==> src/rtl/softmax_exp_accumulator.sv <==
// rtl/softmax_exp_accumulator.sv - buffers a logit vector, converts to base-2 pseudo-exponentials, sums and streams them
module softmax_exp_accumulator #(
  parameter int N     = 8,
  parameter int LOG2N = 3
) (
  input  logic                 clk,
  input  logic                 rst_n,
  input  logic                 in_valid,
  output logic                 in_ready,
  input  logic [7:0]           in_data,
  output logic                 sum_valid,
  output logic [8+LOG2N-1:0]   sum_full,
  output logic [7:0]           sum_q,
  output logic                 out_valid,
  input  logic                 out_ready,
  output logic [7:0]           out_data,
  output logic                 out_last,
  output logic                 busy
);

  localparam int SW = 8 + LOG2N;

  typedef enum logic [1:0] {S_LOAD, S_EXP, S_SUM, S_EMIT} state_t;

  state_t             state_q, state_d;
  logic [7:0]         mem [N];
  logic [LOG2N-1:0]   idx_q;
  logic [7:0]         max_q;
  logic [SW-1:0]      acc_q;
  logic [SW-1:0]      sum_reg;
  logic               gap_q;
  logic               last_idx, accept, beat;
  logic [7:0]         d, m, e;
  logic [3:0]         k, f;

  assign last_idx  = (idx_q == LOG2N'(N - 1));
  // gap_q holds input off for one cycle after a vector drains, so vectors repeat every 3N+2 cycles
  assign in_ready  = (state_q == S_LOAD) && !gap_q;
  assign accept    = in_valid && in_ready;
  assign out_valid = (state_q == S_EMIT);
  assign beat      = out_valid && out_ready;
  assign out_data  = out_valid ? mem[idx_q] : 8'd0;
  assign out_last  = out_valid && last_idx;
  assign sum_valid = (state_q == S_SUM);
  assign sum_full  = sum_reg;
  assign sum_q     = sum_reg[LOG2N +: 8];
  assign busy      = !((state_q == S_LOAD) && (idx_q == '0));

  // Piecewise-linear 2^-(d): fraction sets the mantissa, integer part shifts it down
  assign d = max_q - mem[idx_q];
  assign k = d[7:4];
  assign f = d[3:0];
  assign m = 8'd255 - {1'b0, f, 3'b000};
  assign e = k[3] ? 8'd0 : (m >> k[2:0]);

  always_ff @(posedge clk or negedge rst_n) begin
    if (!rst_n) state_q <= S_LOAD;
    else        state_q <= state_d;
  end

  always_comb begin
    state_d = state_q;
    case (state_q)
      S_LOAD:  if (accept && last_idx) state_d = S_EXP;
      S_EXP:   if (last_idx) state_d = S_SUM;
      S_SUM:   state_d = S_EMIT;
      S_EMIT:  if (beat && last_idx) state_d = S_LOAD;
      default: state_d = S_LOAD;
    endcase
  end

  always_ff @(posedge clk or negedge rst_n) begin
    if (!rst_n) begin
      idx_q   <= '0;
      max_q   <= 8'd0;
      acc_q   <= '0;
      sum_reg <= '0;
      gap_q   <= 1'b0;
    end else begin
      gap_q <= 1'b0;
      case (state_q)
        S_LOAD: begin
          if (accept) begin
            if (in_data > max_q) max_q <= in_data;
            idx_q <= idx_q + 1'b1;
            if (last_idx) acc_q <= '0;
          end
        end
        S_EXP: begin
          acc_q <= acc_q + SW'(e);
          idx_q <= idx_q + 1'b1;
          if (last_idx) sum_reg <= acc_q + SW'(e);
        end
        S_EMIT: begin
          if (beat) begin
            idx_q <= idx_q + 1'b1;
            if (last_idx) begin
              max_q <= 8'd0;
              gap_q <= 1'b1;
            end
          end
        end
        default: ;
      endcase
    end
  end

  // Buffer holds logits during LOAD and is overwritten in place by exponentials during EXP
  always_ff @(posedge clk) begin
    if (accept)                 mem[idx_q] <= in_data;
    else if (state_q == S_EXP)  mem[idx_q] <= e;
  end

endmodule

==> config.mk <==
export PLATFORM = sky130hd
export DESIGN_NAME = softmax_exp_accumulator
export DESIGN_NICKNAME = d
export VERILOG_FILES = /design/src/rtl/softmax_exp_accumulator.sv
export SDC_FILE = /design/constraint.sdc
export NUM_CORES = 1
export LEC_CHECK = 0
export ABC_AREA = 1
export BUFFER_PORTS_ARGS = -buffer_cell sky130_fd_sc_hd__buf_2
export CAP_MARGIN = 20
export CORE_MARGIN = 2
export CORE_UTILIZATION = 55
export CTS_CLUSTER_SIZE = 24
export DETAILED_ROUTE_END_ITERATION = 10
export PLACE_DENSITY = 0.74
export SLEW_MARGIN = 40
export SYNTH_ARGS = -nofsm -noshare
export SYNTH_HDL_FRONTEND = slang
export SYNTH_SLANG_ARGS = --single-unit
==> constraint.sdc <==
create_clock -name clk -period 4.6 [get_ports clk]
set_clock_uncertainty 0.1 [all_clocks]
set_input_delay 0.92 -clock clk [delete_from_list [all_inputs] [get_ports clk]]
set_output_delay 0.92 -clock clk [all_outputs]
set_load 0.05 [all_outputs]
## Word level (Yosys, flattened, before mapping)

Memory sizes are Yosys's and may differ from the RTL's.
Index checks and enable logic that the tools add are counted.
Widths: inputs -> output; s select.

- Reduce and logical (&&, ||, !) cells: 19
- $mul: 0
- Bitwise gates (word level): 1
- Magnitude comparators: 1
- $add $sub $neg: 4
- Divide/modulo/power cells: 0
- Equality and inequality tests: 12
- Multiplexer cells: 26
- Shift operators: 1

Operator list:

| operator | number |
|---|---|
| $mux 8 | 7 |
| $mux 11 | 2 |
| $pmux 11 s2 | 1 |
| $pmux 8 s2 | 1 |
| $add 11x8->11 | 1 |
| $ne 2x1->1 const B | 5 |
| $pmux 3 s3 | 1 |
| $reduce_and 3->1 | 3 |
| $gt 8x8->1 | 1 |
| $mux 1 | 8 |
| $pmux 2 s4 | 1 |
| $shr 8x3->8 | 1 |
| $sub 8x7->8 const A | 1 |
| $sub 8x8->8 | 1 |
| $logic_and 1x1->1 | 7 |
| $mux 2 | 3 |
| $mux 3 | 2 |
| $ne 2x2->1 const B | 3 |
| $reduce_and 5->1 | 1 |
| $eq 2x2->1 const B | 2 |
| $reduce_bool 2->1 | 2 |
| $add 3x1->3 const B | 1 |
| $eq 3x3->1 const B | 1 |
| $logic_not 3->1 | 1 |
| other kinds (6) | 7 |

- Logic and storage cells: 71
- Memories: 1
- Bits in writable memories: 64
- Bits in latches: 0
- ROM bits: 0
- Output and inout bits: 32
- Bits in registers: 36
- Input bits: 12

Memories:

| name | words | bits a word | rd ports | clocked after memory_dff | write ports | line | source |
|---|---|---|---|---|---|---|---|
| mem | 8 | 8 | 1 | 0 | 1 | 26 | `logic [7:0] mem [N];` |

## Depth between registers and ports, before layout

Gate-level depths: netlist of the first run.
An unclocked memory read counts as a cell.

- Word-level depth: 7
- Mapped depth: 32
- Mapped depth without buffers: 30

## Worst setup path after synthesis of the first run

Ideal clock, no wire load.

- Path kind: reg2reg
- Start: register idx_q[0]
- End: register sum_reg[10] (netlist: sum_full[10])
- Arrival time: 3.727 ns
- Period minus slack after synthesis: 3.957 ns
- Path buffers: 1
- Cell stages (with the launch flop): 29
- Setup time: 0.130 ns
- Slack: 0.643 ns
- Required time: 4.370 ns
- Cell sequence: dfrtp_1 buf_4 inv_4 nand3_1 inv_1 a22o_1 inv_1 nand4_1 ha_1 fa_1 inv_1 nand3_1 nand3_1 nand2_1 nand2_1 nand2_1 nand2_1 nand3_2 a21oi_2 ha_1 inv_1 fa_1 nand3b_1 nand2_1 nand4_1 nand2_1 nand2_1 xor2_1 o21ai_0

- Longest elaborated chain between the ends: 6
- Elaborated cells between the ends (all ways): 8
- Classes of those cells: add/sub: 3; eq/ne: 1; shift: 1; mux: 1; reduce/logical: 1; memory: 1

RTL lines:

| element | line | source |
|---|---|---|
| start, declared | 27 | `logic [LOG2N-1:0] idx_q;` |
| start signal, assigned | 85 | `idx_q <= idx_q + 1'b1;` |
| start signal, assigned | 91 | `idx_q <= idx_q + 1'b1;` |
| start signal, assigned | 96 | `idx_q <= idx_q + 1'b1;` |
| $mem_v2 8x8 | n/a |  |
| $sub 8x8->8 | 50 | `assign d = max_q - mem[idx_q];` |
| $sub 8x7->8 | 53 | `assign m = 8'd255 - {1'b0, f, 3'b000};` |
| $shr 8x3->8 | 54 | `assign e = k[3] ? 8'd0 : (m >> k[2:0]);` |
| $mux 8 | 54 |  |
| $add 11x8->11 | 92 | `if (last_idx) sum_reg <= acc_q + SW'(e);` |
| end signal, assigned | 92 |  |
| end, declared | 30 | `logic [SW-1:0] sum_reg;` |

Several ways; a longest one is shown, not always the timed one.
A chain may end at the register's enable or synchronous reset.

## Final worst setup path of the first run

- Start: register idx_q[0]
- End: register sum_reg[6] (netlist: sum_full[6])

The elaborated chain is that of the path after synthesis.

==> results of run 1 <==
logic make-up after synthesis:
kind of cell | after synthesis | synth area share
flops | 100 | 0.505
simple gates | 310 | 0.248
compound gates | 71 | 0.0822
fa+ha+maj | 33 | 0.0766
buf+inv | 95 | 0.0743
xor+xnor | 9 | 0.0141
final timing paths:
check | from | end | cells past startpoint | slack [ns]
min in group clk | sum_full[5]$_DFFE_PN0P_ | sum_full[5]$_DFFE_PN0P_ | 2 | 0.40
worst min register to register | sum_full[5]$_DFFE_PN0P_ | sum_full[5]$_DFFE_PN0P_ | 2 | 0.40
worst min-delay path | rst_n | sum_full[8]$_DFFE_PN0P_ | 1 | 0.40
worst max register to register | idx_q[0]$_DFFE_PN0P_ | sum_full[6]$_DFFE_PN0P_ | 26 | 0.23
worst max-delay path | idx_q[0]$_DFFE_PN0P_ | sum_full[6]$_DFFE_PN0P_ | 26 | 0.23
max in group asynchronous | rst_n | idx_q[1]$_DFFE_PN0P_ | 1 | 3.63
layer usage:
layer | up-vias | routed length (um)
li1 | 2159 | -
met2 | 189 | 6230
met4 | 0 | 223
met3 | 21 | 1080
met5 | - | 0
met1 | 2177 | 5700
flip-flops by register name (all words and copies together) (netlist names):
register and count:
max_q 8, acc_q 11, idx_q 3, gap_q 1
mem 64, sum_full 11, state_q 2
area by class of cell:
class	instances	share of cell area
sequential	100	0.450
multi-input combinational	423	0.392
inverter	80	0.0499
timing repair buffer	55	0.0497
tap	133	0.0265
clock buffer	10	0.0203
clock inverter	6	0.0114
cells in the final DEF, fill, tap and decap left out, types with 2 or more instances in the layout:
cell type   count
nand2_4         3
inv_4           5
nand3_2        11
o21ai_1         4
fa_2            2
nand3_1        33
ha_2            3
clkinv_1        2
inv_2          12
buf_2          42
a22o_1          5
edfxtp_1       64
xnor2_1         3
ha_1           27
clkinvlp_4      2
a221oi_1        7
a21oi_2         5
inv_6           3
o21ai_2         2
a221oi_2        2
o22ai_1         3
nor2_1         37
nor2_2          5
dfrtp_1        35
nor3_2          2
clkbuf_8        9
buf_4          12
nand2_1       185
inv_1          61
nor2_4          2
a21oi_1        17
a22oi_1         3
nand3b_1        6
nand4_1        14
nand2_2         9
o21a_1          2
o21ai_0        16
xor2_1          6
per-stage QoR:
stage / util / hold WS (ns) / setup TNS (ns)
after floorplan: - / 0.355 / 0
after global placement: 0.602 / 0.368 / 0
after detailed placement: 0.602 / 0.373 / -0.338
after CTS: 0.623 / 0.405 / 0
after global routing: 0.639 / 0.424 / -0.326
final: 0.639 / 0.399 / 0
timing repair:
item	CTS	global route
resized for setup	3	33
endpoints found under the setup margin	5	14
buffers inserted	1	4
pin swaps	0	9
==> results.toml, run 1 <==
[global_routing]
track_usage = 0.247
grt_pass1_wl_um = 21100
overflow = 0
grt_max_degree = 37
grt_pass1_vias = 4283
antenna_found_initial = 0
grt_util_met3 = 0.0518
gr-usage-met2 = 0.382
busiest_layer = "met2"
met1_usage = 0.354

[cells_and_area]
final_cells = 807
final_cell_area_mm2 = 0.00627
fillCellCount = 852
multiInputGateArea_mm2 = 0.00246
syn_to_final_growth_pct = 12.2
drive_above_1_share = 0.205
finalNetCount = 714
diodes = 0
seq_area_mm2 = 0.00282

[detailed_routing]
vias = 4546
wl_um = 13200
ant_nets = 0
drc = 0
vias_per_cell = 5.63
routedWlPerCell_um = 16.4
drtIter0Drc = 283
drtPass1Iterations = 5

[synthesis]
synth_top_area_cell = "edfxtp_1"
synth_area_mm2 = 0.00559
post-synth-top-count-cell = "nand2_1"
yosysWarnings = 0
synth_edf_count = 64
synth_cell_types = 42
synth_top_area_frac = 0.344
ys_seq_area_frac = 0.505
synthArstFlopShare = 0.360
yosys-top-cells-area = "edfxtp_1 (34%), dfrtp_1 (16%), nand2_1 (13%)"
ys_ff_latch = 100
avgSynthCellArea_um2 = 9.04
synthCells = 618
synth_common_cells = "nand2_1 (189), inv_1 (67), edfxtp_1 (64), nand3_1 (39), nor2_1 (39)"
synth_ff_type = "edfxtp_1"
syn-num-nets = 663

[clock_network]
cts_tree = "yes"
numCtsBuffers = 9
postCtsHoldBufs = 0
root_buffer = "clkbuf_8"
clk_latency_ns = 0.38
cts_buffer_depth = 2
clock-sinks = 100
htreeDepth = 3
cts.clk_slew.worst_paths_ns = 0.10

[timing]
worst_slack_ns = 0.226
finalMaxSlewViolations = 0
fin_crit_ns = 4.37
setup_violations = 0
timing.final.crit_share = 0.951
finalHoldViolCount = 0
clock.fmax_mhz = 229
relSlewSlack = 0.426
worst_slew_pin_slew_ns = 0.858

[worst_setup_path]
cp.arrival_ns = 4.53
cpMostUsedCell = "nand2_1"
cp_top_family = "simple AND/OR/NAND/NOR gates"
worstSetupEndpointType = "flip-flop"
slowest_stage = "dfrtp_1"
cp.required_ns = 4.75
path_class = "flip-flop to flip-flop"
cp-start-kind = "flip-flop"
critPathBufInv = 5
slowest_delay_ns = 0.42
worst-path-max-fanout = 9

[die]
die_w_um = 105
die_h_um = 105
die_area_mm2 = 0.0110
core_mm2 = 0.00982
row_count = 36
initial_core_util = 0.569
io_pins = 44

[placement]
dp_cells = 786
portBuffers = 43
dpl.hpwl_um = 9900
dpl_cell_area_mm2 = 0.00591
dp_slack_ns = -0.110
gp_congestion = 0.900

[run_status]
run_status = "finished, final reports clean"

[run]
maxCapViolations = 0

[worst_hold_path]
hold_path_class = "primary input to asynchronous set/reset pin"
Power of run 1 is left out: the tool's default activity adds up to more than one toggle a clock period on the data nets, which glitch-free logic cannot reach.
==> run 2: changes to the inputs <==
--- a/config.mk
+++ b/config.mk
@@ -8,11 +8,12 @@
 export ABC_AREA = 1
 export BUFFER_PORTS_ARGS = -buffer_cell sky130_fd_sc_hd__buf_2
 export CAP_MARGIN = 20
+export CORE_ASPECT_RATIO = 0.8
 export CORE_MARGIN = 2
-export CORE_UTILIZATION = 55
+export CORE_UTILIZATION = 60
 export CTS_CLUSTER_SIZE = 24
 export DETAILED_ROUTE_END_ITERATION = 10
-export PLACE_DENSITY = 0.74
+export PLACE_DENSITY = 0.8
 export SLEW_MARGIN = 40
 export SYNTH_ARGS = -nofsm -noshare
 export SYNTH_HDL_FRONTEND = slang
==> run 2 against run 1 <==
Sequential share of layout area is 1.0 points lower. Critical endpoint unchanged. Wire length is 1.4% higher. Worst hold slack worse by 0.010 ns. Final cell count is 1.5% lower. Non-clock buffer count is 6 higher. Register-to-register slack hardly changed. Via count is 0.99% higher. First-iteration DRC count is 71% higher. Highest routed layer unchanged. Worst setup slack worse by 0.011 ns. Sequential cell count stayed put.
==> results.toml, run 2 (synthesized netlist as in run 1, its figures left out) <==
[run_status]
run_status = "finished, final reports clean"

[worst_setup_path]
cp.arrival_ns = 4.50
cp.required_ns = 4.72
rr_endpoint = "sum_full[6]$_DFFE_PN0P_"
reg2reg_depth = 25
worst-path-max-fanout = 8
worstSetupEndpointType = "flip-flop"
path_class = "flip-flop to flip-flop"
worstReg2RegStart = "idx_q[2]$_DFFE_PN0P_"
r2r_setup_slack_ns = 0.21
cp-start-kind = "flip-flop"

[timing]
setup_violations = 0
fin_crit_ns = 4.39
worst_slew_pin_slew_ns = 0.820
clock.fmax_mhz = 228
timing.final.crit_share = 0.953
relSlewSlack = 0.451
finalMaxSlewViolations = 0
finalSetupTns_ns = 0
finalHoldViolCount = 0

[worst_hold_path]
hold_path.startpoint = "sum_full[2]$_DFFE_PN0P_"
hold_path_class = "flip-flop to flip-flop"
hold_path_end = "sum_full[2]$_DFFE_PN0P_"
min_path_cells = 2

[detailed_routing]
drtIter0Drc = 484
ant_nets = 0
vias = 4591
drtPass1Iterations = 5
drc = 0
vias_per_cell = 5.77
wl_um = 13400
routedWlPerCell_um = 16.9

[clock_network]
cts_buffer_depth = 2
clk_latency_ns = 0.35
numCtsBuffers = 9
clock-sinks = 100
root_buffer = "clkbuf_16"
htreeDepth = 3
cts.clk_slew.worst_paths_ns = 0.07
cts_tree = "yes"
postCtsHoldBufs = 0

[die]
io_pins = 44
row_count = 31
die_w_um = 112
die_h_um = 90.3
core_mm2 = 0.00904
initial_core_util = 0.618
die_area_mm2 = 0.0101

[cells_and_area]
largest_register_ffs = 64
final_cell_mix = "nand2_1 (185), edfxtp_1 (64), inv_1 (59), buf_2 (42), nor2_1 (34)"
drive_above_1_share = 0.226
finalNetCount = 720
fillCellCount = 685
final_common_cell = "nand2_1"
syn_to_final_growth_pct = 15.0
diodes = 0
regMostFlops = "mem"

[global_routing]
antenna_found_initial = 0
met1_usage = 0.396
grt_max_degree = 37
track_usage = 0.271
busiest_layer = "met2"
gr-usage-met2 = 0.406
grt_util_met3 = 0.0651
grt_pass1_wl_um = 21400
overflow = 0
grt_pass1_vias = 4296

[run]
maxCapViolations = 0

[placement]
portBuffers = 43
gp_congestion = 0.879
dpl.hpwl_um = 9630
## run 2: how the worst max path moves through the flow
stage	start	to	slack, ns	cells past startpoint
6_report	idx_q[2]$_DFFE_PN0P_	sum_full[6]$_DFFE_PN0P_	0.21	25
3_3_place_gp	idx_q[2]$_DFFE_PN0P_	sum_full[10]$_DFFE_PN0P_	-0.15	28
2_1_floorplan	idx_q[0]$_DFFE_PN0P_	sum_full[10]$_DFFE_PN0P_	0.64	28
4_1_cts	idx_q[2]$_DFFE_PN0P_	acc_q[10]$_DFFE_PN0P_	0.006	28
3_5_place_dp	idx_q[2]$_DFFE_PN0P_	acc_q[10]$_DFFE_PN0P_	-0.23	28
5_1_grt	idx_q[2]$_DFFE_PN0P_	acc_q[7]$_DFFE_PN0P_	-0.03	28
## run 2: repair_timing
item,CTS,global route
resized for setup,5,41
buffers inserted,0,12
pin swaps,0,14
setup endpoints to repair,11,14
## run 2: per-layer routing
layer / vias to the layer above / wire length (um)
met5: - / 0
met4: 0 / 318
met3: 30 / 1120
met2: 219 / 5920
met1: 2168 / 6060
li1: 2174 / -
## run 2: layout make-up
class                   count  area [um2]  area share
clock inverters             7        63.8     0.00993
well taps                 115         144      0.0224
flip-flops and latches    100        2830       0.440
clock buffers               9         225      0.0350
inverters                  80         313      0.0487
repair buffers             61         363      0.0565
multi-input cells         423        2490       0.388
## run 2: critical path, cell delays in order (launching register included)
cell      delay (ns)
dfrtp_2         0.43
buf_12          0.14
buf_4           0.14
nand3_4         0.10
inv_4           0.08
nand2_1         0.07
o2111a_1        0.20
nand4_1         0.24
inv_1           0.16
ha_1            0.28
nand3_2         0.12
nand2_2         0.10
a21oi_4         0.22
nand3_2         0.12
nand2_4         0.13
inv_4           0.07
a21oi_2         0.13
ha_2            0.20
inv_1           0.06
fa_2            0.34
nand3b_1        0.17
nand2_2         0.10
nand2_1         0.05
a31oi_1         0.19
xor2_1          0.22
o21ai_1         0.08
## run 2: stage by stage
step,util,cells,setup slack (ns),hold WS (ns),area [um2]
after detailed placement,0.651,767,-0.230,0.377,5880
after floorplan,-,618,0.643,0.355,5590
final,0.711,795,0.215,0.389,6430
after global routing,0.711,795,-0.0297,0.415,6430
after CTS,0.684,783,0.00635,0.396,6190
after global placement,0.651,767,-0.147,0.361,5880
Power of run 2 is left out for the same reason.
==> run 3: changes to the inputs <==
--- a/config.mk
+++ b/config.mk
@@ -8,12 +8,14 @@
 export ABC_AREA = 1
 export BUFFER_PORTS_ARGS = -buffer_cell sky130_fd_sc_hd__buf_2
 export CAP_MARGIN = 20
+export CELL_PAD_IN_SITES_DETAIL_PLACEMENT = 2
+export CELL_PAD_IN_SITES_GLOBAL_PLACEMENT = 2
 export CORE_ASPECT_RATIO = 0.8
 export CORE_MARGIN = 2
-export CORE_UTILIZATION = 60
+export CORE_UTILIZATION = 38
 export CTS_CLUSTER_SIZE = 24
 export DETAILED_ROUTE_END_ITERATION = 10
-export PLACE_DENSITY = 0.8
+export PLACE_DENSITY_LB_ADDON = 0.1
 export SLEW_MARGIN = 40
 export SYNTH_ARGS = -nofsm -noshare
 export SYNTH_HDL_FRONTEND = slang
==> run 3 against run 2 <==
Non-clock buffer count rose by 31. First-iteration DRC count fell by 45%. Critical path type unchanged. Critical endpoint is now acc_q[5]$_DFFE_PN0P_. Highest routed layer unchanged. Worst setup slack got worse by 0.12 ns.
==> results.toml, run 3 (synthesized netlist as in run 1, its figures left out) <==
[run_status]
run_status = "finished, final reports clean"

[worst_setup_path]
reg2reg_depth = 22
cp.required_ns = 4.79
cp-start-kind = "flip-flop"
slowest_delay_ns = 0.58
worst-path-max-fanout = 7
r2r_setup_slack_ns = 0.1
crit_start = "idx_q[1]$_DFFE_PN0P_"
rr_endpoint = "acc_q[5]$_DFFE_PN0P_"
cpMostUsedCell = "a21oi_2"
cp.depth = 22
path_cells = "nor2_4 > nand2_4 > inv_6 > a22o_1 > inv_1 > nand4_1 > ha_2 > fa_2 > inv_2 > nand4_1 > nand3_2 > nand2_2 > nand2_4 > nand3_1 > a21oi_2 > ha_1 > a21oi_2 > nand2_1 > a21oi_2 > buf_4 > xnor2_1 > a22o_1"
path_class = "flip-flop to flip-flop"
cp_top_family = "simple AND/OR/NAND/NOR gates"
cp-endpoint = "acc_q[5]$_DFFE_PN0P_"
worstSetupEndpointType = "flip-flop"
critPathBufInv = 4
cp.arrival_ns = 4.69
slowest_stage = "dfrtp_2"
worstReg2RegStart = "idx_q[1]$_DFFE_PN0P_"

[detailed_routing]
vias_per_cell = 5.51
vias = 4930
routedWlPerCell_um = 24.0
ant_nets = 0
drtPass1Iterations = 5
drtIter0Drc = 266
wl_um = 21500
drc = 0

[clock_network]
cts_buffer_depth = 2
clk_latency_ns = 0.36
htreeDepth = 3
numCtsBuffers = 9
postCtsHoldBufs = 0
cts_tree = "yes"
root_buffer = "clkbuf_16"
clock-sinks = 100
cts.clk_slew.worst_paths_ns = 0.07

[timing]
worst_slack_ns = 0.0958
finalHoldViolCount = 0
relSlewSlack = 0.537
fin_crit_ns = 4.50
finalMaxSlewViolations = 0
worst_slew_pin_slew_ns = 0.694
rsz0062_at_grt = "true"
holdWs_ns = 0.390
timing.final.crit_share = 0.979
setup_violations = 0
clock.fmax_mhz = 222

[die]
die_h_um = 112
die_w_um = 140
die_area_mm2 = 0.0157
io_pins = 44
row_count = 39
core_mm2 = 0.0143
initial_core_util = 0.389

[cells_and_area]
final_cell_mix = "nand2_1 (171), edfxtp_1 (64), inv_1 (55), buf_4 (45), buf_2 (42)"
final_core_util = 0.486
finalNetCount = 751
fillCellCount = 1574
largest_register_ffs = 64
regMostFlops = "mem"
final_cells = 895
diodes = 0
drive_above_1_share = 0.312
final_common_cell = "nand2_1"
syn_to_final_growth_pct = 24.7

[global_routing]
overflow = 0
grt_pass1_vias = 5160
antenna_found_initial = 0
grt_pass1_wl_um = 30200
grt_max_degree = 37
track_usage = 0.254

[placement]
portBuffers = 43
dpl.hpwl_um = 14400
gp_congestion = 0.867
dp_slack_ns = -0.340
dp_cells = 858

[worst_hold_path]
hold_path_class = "flip-flop to flip-flop"

[run]
maxCapViolations = 0
==> run 3: cell count changes in the layout (fill, tap and decap cells not counted), sizes merged <==
cell,before,now
buf,60,92
clkbuf,10,9
clkinvlp,0,4
inv,84,80
==> run 3: per-stage QoR <==
step,cell area (um2),setup TNS [ns]
2_1_floorplan,5590,0
3_3_place_gp,6130,-0.0243
3_5_place_dp,6140,-2.69
4_1_cts,6540,0
5_1_grt,6970,-1.88
6_report,6970,0
==> run 3: layout make-up <==
cell class,count,area [um2],share of cell area
sequential,100,2830,0.405
multi-input combinational,423,2700,0.388
timing repair buffer,92,604,0.0867
inverter,80,330,0.0474
tap,184,230,0.0330
clock buffer,9,225,0.0323
clock inverter,7,51.3,0.00736
==> run 3: how the worst min path moves through the flow <==
| stage | slack (ns) | cells past startpoint | to | from |
|---|---|---|---|---|
| finish | 0.39 | 2 | sum_full[0]$_DFFE_PN0P_ | sum_full[0]$_DFFE_PN0P_ |
| global placement | 0.36 | 2 | sum_full[2]$_DFFE_PN0P_ | sum_full[2]$_DFFE_PN0P_ |
| detailed placement | 0.38 | 2 | sum_full[0]$_DFFE_PN0P_ | sum_full[0]$_DFFE_PN0P_ |
| CTS | 0.40 | 2 | sum_full[0]$_DFFE_PN0P_ | sum_full[0]$_DFFE_PN0P_ |
| floorplan | 0.36 | 2 | acc_q[7]$_DFFE_PN0P_ | acc_q[7]$_DFFE_PN0P_ |
| global route | 0.43 | 2 | sum_full[0]$_DFFE_PN0P_ | sum_full[0]$_DFFE_PN0P_ |
==> run 3: what timing repair did <==
item | CTS | global route
hold endpoints to repair | 0 | 0
endpoints found under the setup margin | 18 | 16
cloned | 0 | 0
gates resized for setup | 31 | 75
pin swaps | 3 | 22
buffers inserted | 5 | 16
==> run 3: metal layers <==
metal | wire, um | share of wire | GRT usage | vias up
met5 | 0 | 0 | 0 | -
met4 | 477 | 0.022 | 0.0587 | 0
met3 | 892 | 0.042 | 0.0478 | 31
met2 | 10800 | 0.50 | 0.425 | 123
met1 | 9360 | 0.44 | 0.345 | 2541
li1 | - | - | - | 2235
==> run 3: tightest hold or removal path, stage by stage, from the launching register on <==
cell and delay [ns]:
dfrtp_1 0.34, nand2_1 0.05, o21ai_0 0.06
Power of run 3 is left out for the same reason.
